[config.mk]
export PLATFORM = sky130hd
export DESIGN_NAME = screen_fade_sequencer
export DESIGN_NICKNAME = d
export VERILOG_FILES = /design/src/rtl/screen_fade_sequencer.sv
export SDC_FILE = /design/constraint.sdc
export NUM_CORES = 1
export LEC_CHECK = 0
export ABC_AREA = 1
export CORE_MARGIN = 8
export CORE_UTILIZATION = 60
export CTS_CLUSTER_DIAMETER = 100
export DETAILED_ROUTE_END_ITERATION = 6
export PLACE_DENSITY = 0.86
export SLEW_MARGIN = 30
export SYNTH_ARGS = -nofsm -noshare
export SYNTH_HDL_FRONTEND = slang
export SYNTH_SLANG_ARGS = --single-unit
[constraint.sdc]
create_clock -name vga_clk -period 8.3 [get_ports vga_clk]
set_input_delay 2.49 -clock vga_clk [delete_from_list [all_inputs] [get_ports vga_clk]]
set_output_delay 2.49 -clock vga_clk [all_outputs]
set_load 0.1 [all_outputs]
[src/rtl/screen_fade_sequencer.sv]
// Full-screen sprite fade sequencer: latches the screen index, runs fade-in / hold / fade-out
// on frame boundaries and scales the palette RGB by the current brightness level.

module fade_scale (
  input  logic       clk,
  input  logic       rst,
  input  logic       blank,
  input  logic [4:0] level,
  input  logic [3:0] c_in,
  output logic [3:0] c_out
);
  logic [7:0] prod;

  // 15*16 = 240 fits in 8 bits, so level=16 gives an exact pass-through in [7:4]
  assign prod = {4'b0, c_in} * {3'b0, level};

  always_ff @(posedge clk or posedge rst)
    if (rst) c_out <= '0;
    else     c_out <= blank ? prod[7:4] : 4'h0;
endmodule

module screen_fade_sequencer #(
  parameter int FRAMES_PER_STEP = 2,
  parameter int HOLD_FRAMES     = 180,
  parameter int SCREEN_W        = 2
) (
  input  logic                vga_clk,
  input  logic                Reset,
  input  logic                frame_start,
  input  logic                start,
  input  logic [SCREEN_W-1:0] screen_req,
  input  logic                skip,
  input  logic                blank,
  input  logic [3:0]          red_in,
  input  logic [3:0]          green_in,
  input  logic [3:0]          blue_in,
  output logic [SCREEN_W-1:0] screen_sel,
  output logic [4:0]          level,
  output logic [3:0]          red,
  output logic [3:0]          green,
  output logic [3:0]          blue,
  output logic                busy,
  output logic                done
);
  localparam int NUM_CH = 3;
  localparam int CMAX   = (FRAMES_PER_STEP > HOLD_FRAMES) ? FRAMES_PER_STEP : HOLD_FRAMES;
  localparam int CW     = (CMAX < 2) ? 1 : $clog2(CMAX);
  localparam logic [CW-1:0] STEP_LAST = CW'(FRAMES_PER_STEP - 1);
  localparam logic [CW-1:0] HOLD_LAST = CW'((HOLD_FRAMES == 0) ? 0 : HOLD_FRAMES - 1);
  localparam logic [4:0]    LVL_MAX   = 5'd16;

  typedef enum logic [1:0] {IDLE, FADE_IN, HOLD, FADE_OUT} state_t;

  state_t                state, state_n;
  logic [4:0]            level_n;
  logic [CW-1:0]         fcnt, fcnt_n;
  logic [SCREEN_W-1:0]   sel_n;
  logic                  done_n;

  always_ff @(posedge vga_clk or posedge Reset)
    if (Reset) begin
      state      <= IDLE;
      level      <= '0;
      fcnt       <= '0;
      screen_sel <= '0;
      done       <= 1'b0;
    end else begin
      state      <= state_n;
      level      <= level_n;
      fcnt       <= fcnt_n;
      screen_sel <= sel_n;
      done       <= done_n;
    end

  // skip outranks frame_start; start is only honoured from IDLE
  always_comb begin
    state_n = state;
    level_n = level;
    fcnt_n  = fcnt;
    sel_n   = screen_sel;
    done_n  = 1'b0;
    case (state)
      IDLE: begin
        if (start) begin
          state_n = FADE_IN;
          sel_n   = screen_req;
          level_n = '0;
          fcnt_n  = '0;
        end
      end
      FADE_IN: begin
        if (skip) begin
          state_n = HOLD;
          level_n = LVL_MAX;
          fcnt_n  = '0;
        end else if (frame_start) begin
          if (fcnt == STEP_LAST) begin
            fcnt_n = '0;
            if (level >= LVL_MAX - 5'd1) begin
              level_n = LVL_MAX;
              state_n = HOLD;
            end else begin
              level_n = level + 5'd1;
            end
          end else begin
            fcnt_n = fcnt + 1'b1;
          end
        end
      end
      HOLD: begin
        level_n = LVL_MAX;
        if (skip) begin
          state_n = FADE_OUT;
          fcnt_n  = '0;
        end else if (frame_start && HOLD_FRAMES != 0) begin
          if (fcnt == HOLD_LAST) begin
            state_n = FADE_OUT;
            fcnt_n  = '0;
          end else begin
            fcnt_n = fcnt + 1'b1;
          end
        end
      end
      FADE_OUT: begin
        if (skip) begin
          state_n = IDLE;
          level_n = '0;
          fcnt_n  = '0;
          done_n  = 1'b1;
        end else if (frame_start) begin
          if (fcnt == STEP_LAST) begin
            fcnt_n = '0;
            if (level <= 5'd1) begin
              level_n = '0;
              state_n = IDLE;
              done_n  = 1'b1;
            end else begin
              level_n = level - 5'd1;
            end
          end else begin
            fcnt_n = fcnt + 1'b1;
          end
        end
      end
      default: begin
        state_n = IDLE;
        level_n = '0;
        fcnt_n  = '0;
      end
    endcase
  end

  assign busy = (state != IDLE);

  logic [NUM_CH-1:0][3:0] rgb_in, rgb_out;
  assign rgb_in = {red_in, green_in, blue_in};

  for (genvar g = 0; g < NUM_CH; g++) begin : g_ch
    fade_scale u_ch (
      .clk   (vga_clk),
      .rst   (Reset),
      .blank (blank),
      .level (level),
      .c_in  (rgb_in[g]),
      .c_out (rgb_out[g])
    );
  end

  assign red   = rgb_out[2];
  assign green = rgb_out[1];
  assign blue  = rgb_out[0];
endmodule

==> flow_summary.json, run 1 <==
{
  "grt_pass1_wl_mm": 12.8,
  "cts_max_level": 2,
  "via_per_inst": 5.24,
  "synthFlopType": "dfrtp_1",
  "fin_util_pct": 72.4,
  "numClockSinks": 30,
  "fin_crit_ns": 5.09,
  "firstDrtPassIters": 4,
  "final_max_slew_viol_count": 0,
  "first_iter_violations": 151,
  "r2r_slack_ns": 5.20,
  "clock.fmax_ghz": 0.197,
  "synth-edff-count": 0,
  "worst-r2r-cell-count": 10,
  "drive_above_1_share_pct": 6.34,
  "port_buffers": 40,
  "overflow": 0,
  "syn_area_per_cell_um2": 7.31,
  "crit_path_start_kind": "input port",
  "p_leak_nw": 2.02,
  "critical_path_class": "in2reg",
  "setup_viol": 0,
  "diodes": 0,
  "tritoncts": "yes",
  "syn_inst": 435,
  "p_clk_share_pct": 12.6,
  "seq_area_frac_synth_pct": 23.6,
  "dp_slack_ns": 2.91,
  "ys_ff_latch": 30,
  "status": "complete, no violations",
  "hold_viol": 0,
  "cts_made_buffers": 5,
  "track_usage_pct": 20.4,
  "yosysWarnings": 0,
  "grt_pass1_vias": 3005,
  "switching_power_uw": 546,
  "holdPathEnd": "screen_sel[0]$_DFFE_PP0P_",
  "required_ns": 8.48,
  "place_hpwl_mm": 5.64,
  "path_clk_slew_ns": 0.07,
  "r2r_end": "g_ch[0].u_ch.c_out[2]$_DFF_PP0_",
  "min_path_type": "reg2reg",
  "holdPathStages": 1,
  "tns_ns": 0,
  "fin_crit_sh_pct": 61.3,
  "clockBufferDepth": 2,
  "drc": 0,
  "fp.dieW_um": 88.8,
  "fin_nets": 545,
  "ant_nets": 0,
  "grt_max_degree": 31,
  "pwr-share-comb_pct": 64.5,
  "sw_frac_of_total_pct": 55.7,
  "cts_resized": 0,
  "routed_wl_mm": 7.08,
  "timing.final.ws_setup_ns": 3.21,
  "start_util_pct": 62.2,
  "insertion_delay_ns": 0.28,
  "end_kind": "flip-flop",
  "async_flop_share_pct": 100,
  "synth_cell_types": 34,
  "p_seq_share_pct": 23.0,
  "die-area_mm2": 0.00788,
  "syn_nets": 508,
  "peakVddDrop_uv": 175,
  "tightest_slew_ns": 0.991,
  "vias": 2844,
  "die_y_um": 88.8,
  "post_cts_buffers": 0,
  "synth_top_area_share_pct": 23.6,
  "synth_top_cells_by_area": "dfrtp_1 (24%), ha_1 (15%), nand2_1 (15%), fa_1 (9.4%), inv_1 (8.3%)",
  "syn_area_mm2": 0.00318,
  "fp-row-count": 26,
  "place.gp.congestion": 0.869,
  "slew_headroom_pct": 33.7,
  "grt_antenna_before_repair": 0,
  "cts_hold_buf": 0,
  "fillers": 428,
  "critPathMaxFanout": 5,
  "yosys.area.top_type": "dfrtp_1",
  "ios": 41,
  "root_buffer": "clkbuf_8",
  "power_density_mw_per_mm2": 265,
  "r2r-start": "level[0]$_DFFE_PP0P_",
  "cap_violations": 0,
  "internal-power_uw": 435,
  "rsz0062_at_grt": "false",
  "wl_per_cell_um": 13.0,
  "hold_start": "screen_sel[0]$_DFFE_PP0P_",
  "syn2layout_area_growth_pct": 16.4,
  "clock_skew_ns": 0.00551,
  "crit_arrival_ns": 5.26,
  "coreArea_mm2": 0.00511
}
[registers in the layout, indices dropped and copies added (netlist names)]
name             count
state                2
screen_sel           2
level                5
fcnt                 8
done                 1
g_ch.u_ch.c_out     12
[power by group through the flow]
stage	registers, mW	logic, mW	clock network [mW]
CTS	0.224	0.638	0.124
floorplan	0.365	0.359	0
detailed placement	0.227	0.635	0
global route	0.232	0.696	0.132
finish	0.225	0.632	0.123
global placement	0.225	0.616	0
[layout make-up]
class / count / area, um2 / share of cell area [%]
clock buffers: 7 / 86.3 / 2.33
well taps: 70 / 87.6 / 2.37
clock inverters: 1 / 5.00 / 0.135
repair buffers: 41 / 408 / 11.0
inverters: 72 / 273 / 7.37
multi-input cells: 322 / 2090 / 56.5
flip-flops and latches: 30 / 751 / 20.3
[metrics by stage]
stage               area, um2  hold slack [ns]  power (mW)  cells
global route             3700            0.563        1.06    543
floorplan                3180            0.496       0.723    435
CTS                      3700            0.516       0.986    543
detailed placement       3610            0.501       0.862    535
global placement         3610            0.486       0.840    535
finish                   3700            0.515       0.980    543
[worst max-delay path by stage]
stage               startpoint                         endpoint  slack (ns)  depth (start not counted)
floorplan           blue_in[3]  g_ch[0].u_ch.c_out[2]$_DFF_PP0_        3.63                         12
global placement     red_in[3]  g_ch[2].u_ch.c_out[2]$_DFF_PP0_        3.05                         13
detailed placement   red_in[3]  g_ch[2].u_ch.c_out[2]$_DFF_PP0_        2.91                         13
CTS                  red_in[3]  g_ch[2].u_ch.c_out[2]$_DFF_PP0_        3.22                         13
global route         red_in[3]  g_ch[2].u_ch.c_out[2]$_DFF_PP0_        2.98                         13
finish               red_in[3]  g_ch[2].u_ch.c_out[2]$_DFF_PP0_        3.21                         13
[critical path, cell delays in order]
cell             delay, ns
clkdlybuf4s50_1       0.49
nand2_1               0.10
inv_1                 0.06
fa_1                  0.53
inv_1                 0.06
fa_1                  0.53
inv_1                 0.04
ha_1                  0.33
a21oi_1               0.19
o21ai_1               0.13
and2_1                0.17
nor2_1                0.08
nor2_1                0.04
[cell families (layout without fill, tap and decap cells)]
family	count (synthesis)	count (layout)	share of synthesized area [%]
AO/OA/AOI/OAI	39	39	7.68
XOR/XNOR	12	12	3.31
adder cells (fa/ha/maj)	53	53	24.4
buffers and inverters	83	121	10.6
flip-flops	30	30	23.6
multiplexers	2	2	0.709
AND/OR/NAND/NOR	216	216	29.6
[routing by layer]
metal  part of all wire (%)  GRT usage, %  wire length (um)
met5                      0             0                 0
met4                    3.0          8.76               210
met3                    5.0          4.55               353
met2                     52          37.3              3680
met1                     40          21.7              2830
[cells in the mapped netlist, drive strengths merged (5+ instances only)]
master	count
nand2	126
inv	72
nor2	49
ha	38
dfrtp	30
nand3	25
a21oi	16
fa	15
o21ai	14
xnor2	7
buf	6
nand4	6
o21bai	6
clkbuf	5
xor2	5
[cell usage in the layout (no fill, tap or decap), types with 7 or more instances in the layout]
master           netlist  layout
ha_1                  38      38
nand2_1              124     124
clkdlybuf4s50_1        0      40
fa_1                  15      15
xnor2_1                7       7
o21ai_0                7       7
nor2_1                45      45
a21oi_1               15      15
nand3_1               21      21
inv_1                 70      70
dfrtp_1               30      30
Note: power is estimated with default switching activity, not from simulation.
==> inputs of run 2 (changes only) <==
CORE_UTILIZATION = 57   (was 60)
PLACE_DENSITY = 0.82   (was 0.86)
clock period = 4.8 ns   (was 8.3 ns; I/O delays follow)
==> run 2 against run 1 <==
Effect of this change: power rose by 74%; highest routed layer unchanged; largest power group unchanged; critical path type unchanged; flip-flop and latch count did not move; core utilization decreased by 4.0 points; final cell count increased by 0.74%; sequential power is 62% higher; sequential share of layout area decreased by 0.12 points.
==> flow_summary.json, run 2 (same netlist as run 1, synthesis figures left out) <==
{
  "status": "complete, no violations",
  "via_per_inst": 5.21,
  "die_y_um": 90.7,
  "fillers": 470,
  "power_density_mw_per_mm2": 457,
  "tritoncts": "yes",
  "worst-r2r-cell-count": 12,
  "peakVddDrop_uv": 454,
  "coreArea_mm2": 0.00544,
  "grt_antenna_before_repair": 0,
  "path_clk_slew_ns": 0.07,
  "vias": 2849,
  "crit_path_start_kind": "input port",
  "cp_cell_sequence": "clkdlybuf4s50_1, nand2_1, inv_1, fa_1, inv_1, fa_1, inv_1, ha_1, a21oi_1, o21ai_1, and2_1, nor2_1, nor2_1",
  "first_iter_violations": 168,
  "r2r-start": "level[2]$_DFFE_PP0P_",
  "rsz0062_at_grt": "false",
  "place_hpwl_mm": 5.49,
  "critical_path_class": "in2reg",
  "hold_viol": 0,
  "place.gp.congestion": 0.896,
  "r2r_end": "g_ch[2].u_ch.c_out[2]$_DFF_PP0_",
  "largest_reg_flops": 12,
  "cts_made_buffers": 5,
  "placed_cells": 539,
  "cp_common_cell": "inv_1",
  "regMostFlops": "g_ch.u_ch.c_out",
  "die-area_mm2": 0.00822,
  "final_cell_count_no_fill": 547,
  "ios": 41,
  "firstDrtPassIters": 4,
  "end_kind": "flip-flop",
  "routed_wl_mm": 6.89,
  "clockBufferDepth": 2,
  "ant_nets": 0,
  "start_util_pct": 58.4,
  "syn2layout_area_growth_pct": 17.1,
  "cts_max_level": 2,
  "final_max_slew_viol_count": 0,
  "r2r_slack_ns": 1.74,
  "setup_viol": 0,
  "clock.fmax_ghz": 0.250,
  "reg_top3": "g_ch.u_ch.c_out (12), fcnt (8), level (5)",
  "grt_pass1_vias": 2910,
  "cts_hold_buf": 0,
  "grt_max_degree": 22,
  "min_path_type": "reg2reg",
  "fp.dieW_um": 90.7,
  "multi_input_area_mm2": 0.00209,
  "port_buffers": 40,
  "fin_crit_sh_pct": 83.2,
  "crit_arrival_ns": 4.18,
  "seq_area_um2": 751,
  "holdPathStages": 1,
  "grt_pass1_wl_mm": 12.7,
  "slowest_delay_ns": 0.52,
  "tns_ns": 0,
  "p_total_mw": 1.70,
  "insertion_delay_ns": 0.29,
  "numClockSinks": 30,
  "post_cts_buffers": 0,
  "fin_crit_ns": 3.99,
  "mostFrequentLayoutCells": "nand2_1 (124), inv_1 (70), nor2_1 (45)",
  "cp_slowest_cell": "fa_1",
  "fp-row-count": 27,
  "final_common_cell": "nand2_1",
  "slew_headroom_pct": 34.1,
  "p_leak_nw": 2.03,
  "cap_violations": 0,
  "track_usage_pct": 18.3,
  "drc": 0,
  "clock_skew_ns": 0.00576,
  "drive_above_1_share_pct": 6.95,
  "tightest_slew_ns": 0.985,
  "root_buffer": "clkbuf_8",
  "wl_per_cell_um": 12.6,
  "required_ns": 4.99,
  "overflow": 0,
  "cts_resized": 0,
  "fin_nets": 547,
  "hold_start": "screen_sel[0]$_DFFE_PP0P_",
  "critPathMaxFanout": 5,
  "diodes": 0,
  "holdPathEnd": "screen_sel[0]$_DFFE_PP0P_"
}
-- run 2: critical path, delay by kind of cell --
| kind | cells | cell delay (ns) |
|---|---|---|
| buffers and inverters | 4 | 0.63 |
| AOI/OAI and AO/OA | 2 | 0.34 |
| and+or+nand+nor | 4 | 0.39 |
| adders and majority gates | 3 | 1.37 |
-- run 2: worst max-delay path by stage --
stage / start / end / slack [ns] / depth (start not counted)
4_1_cts: red_in[3] / g_ch[2].u_ch.c_out[2]$_DFF_PP0_ / 0.84 / 13
6_report: green_in[3] / g_ch[1].u_ch.c_out[2]$_DFF_PP0_ / 0.81 / 13
5_1_grt: green_in[2] / g_ch[1].u_ch.c_out[3]$_DFF_PP0_ / 0.62 / 15
3_3_place_gp: green_in[2] / g_ch[1].u_ch.c_out[2]$_DFF_PP0_ / 0.60 / 13
3_5_place_dp: red_in[3] / g_ch[2].u_ch.c_out[2]$_DFF_PP0_ / 0.53 / 13
2_1_floorplan: blue_in[3] / g_ch[0].u_ch.c_out[2]$_DFF_PP0_ / 1.18 / 12
-- run 2: routing by layer --
| layer | wire length [um] | vias up | share of wire, % | track usage, % |
|---|---|---|---|---|
| li1 | - | 1422 | - | - |
| met1 | 2770 | 1331 | 40 | 20.1 |
| met2 | 3490 | 80 | 51 | 32.9 |
| met3 | 457 | 16 | 6.6 | 4.99 |
| met4 | 174 | 0 | 2.5 | 5.96 |
| met5 | 0 | - | 0 | 0 |
-- run 2: cell type report --
class / instances / area share (%)
Clock buffer: 6 / 2.22
Inverter: 72 / 7.33
Multi-Input combinational cell: 322 / 56.2
Tap cell: 72 / 2.42
Clock inverter: 2 / 0.336
Timing Repair Buffer: 43 / 11.4
Sequential cell: 30 / 20.2
-- run 2: power breakdown --
group | total [mW] | internal [mW] | switching, mW
Combinational | 1.12 | 0.335 | 0.782
Clock | 0.220 | 0.115 | 0.105
Sequential | 0.365 | 0.305 | 0.0596
Total | 1.70 | 0.755 | 0.946
-- run 2: stage by stage --
stage / util [%] / hold WS (ns) / area, um2 / setup slack [ns]
finish: 68.4 / 0.505 / 3720 / 0.807
global route: 68.4 / 0.519 / 3720 / 0.621
CTS: 68.4 / 0.508 / 3720 / 0.837
detailed placement: 66.7 / 0.492 / 3630 / 0.528
global placement: 66.7 / 0.486 / 3630 / 0.595
floorplan: - / 0.496 / 3180 / 1.18
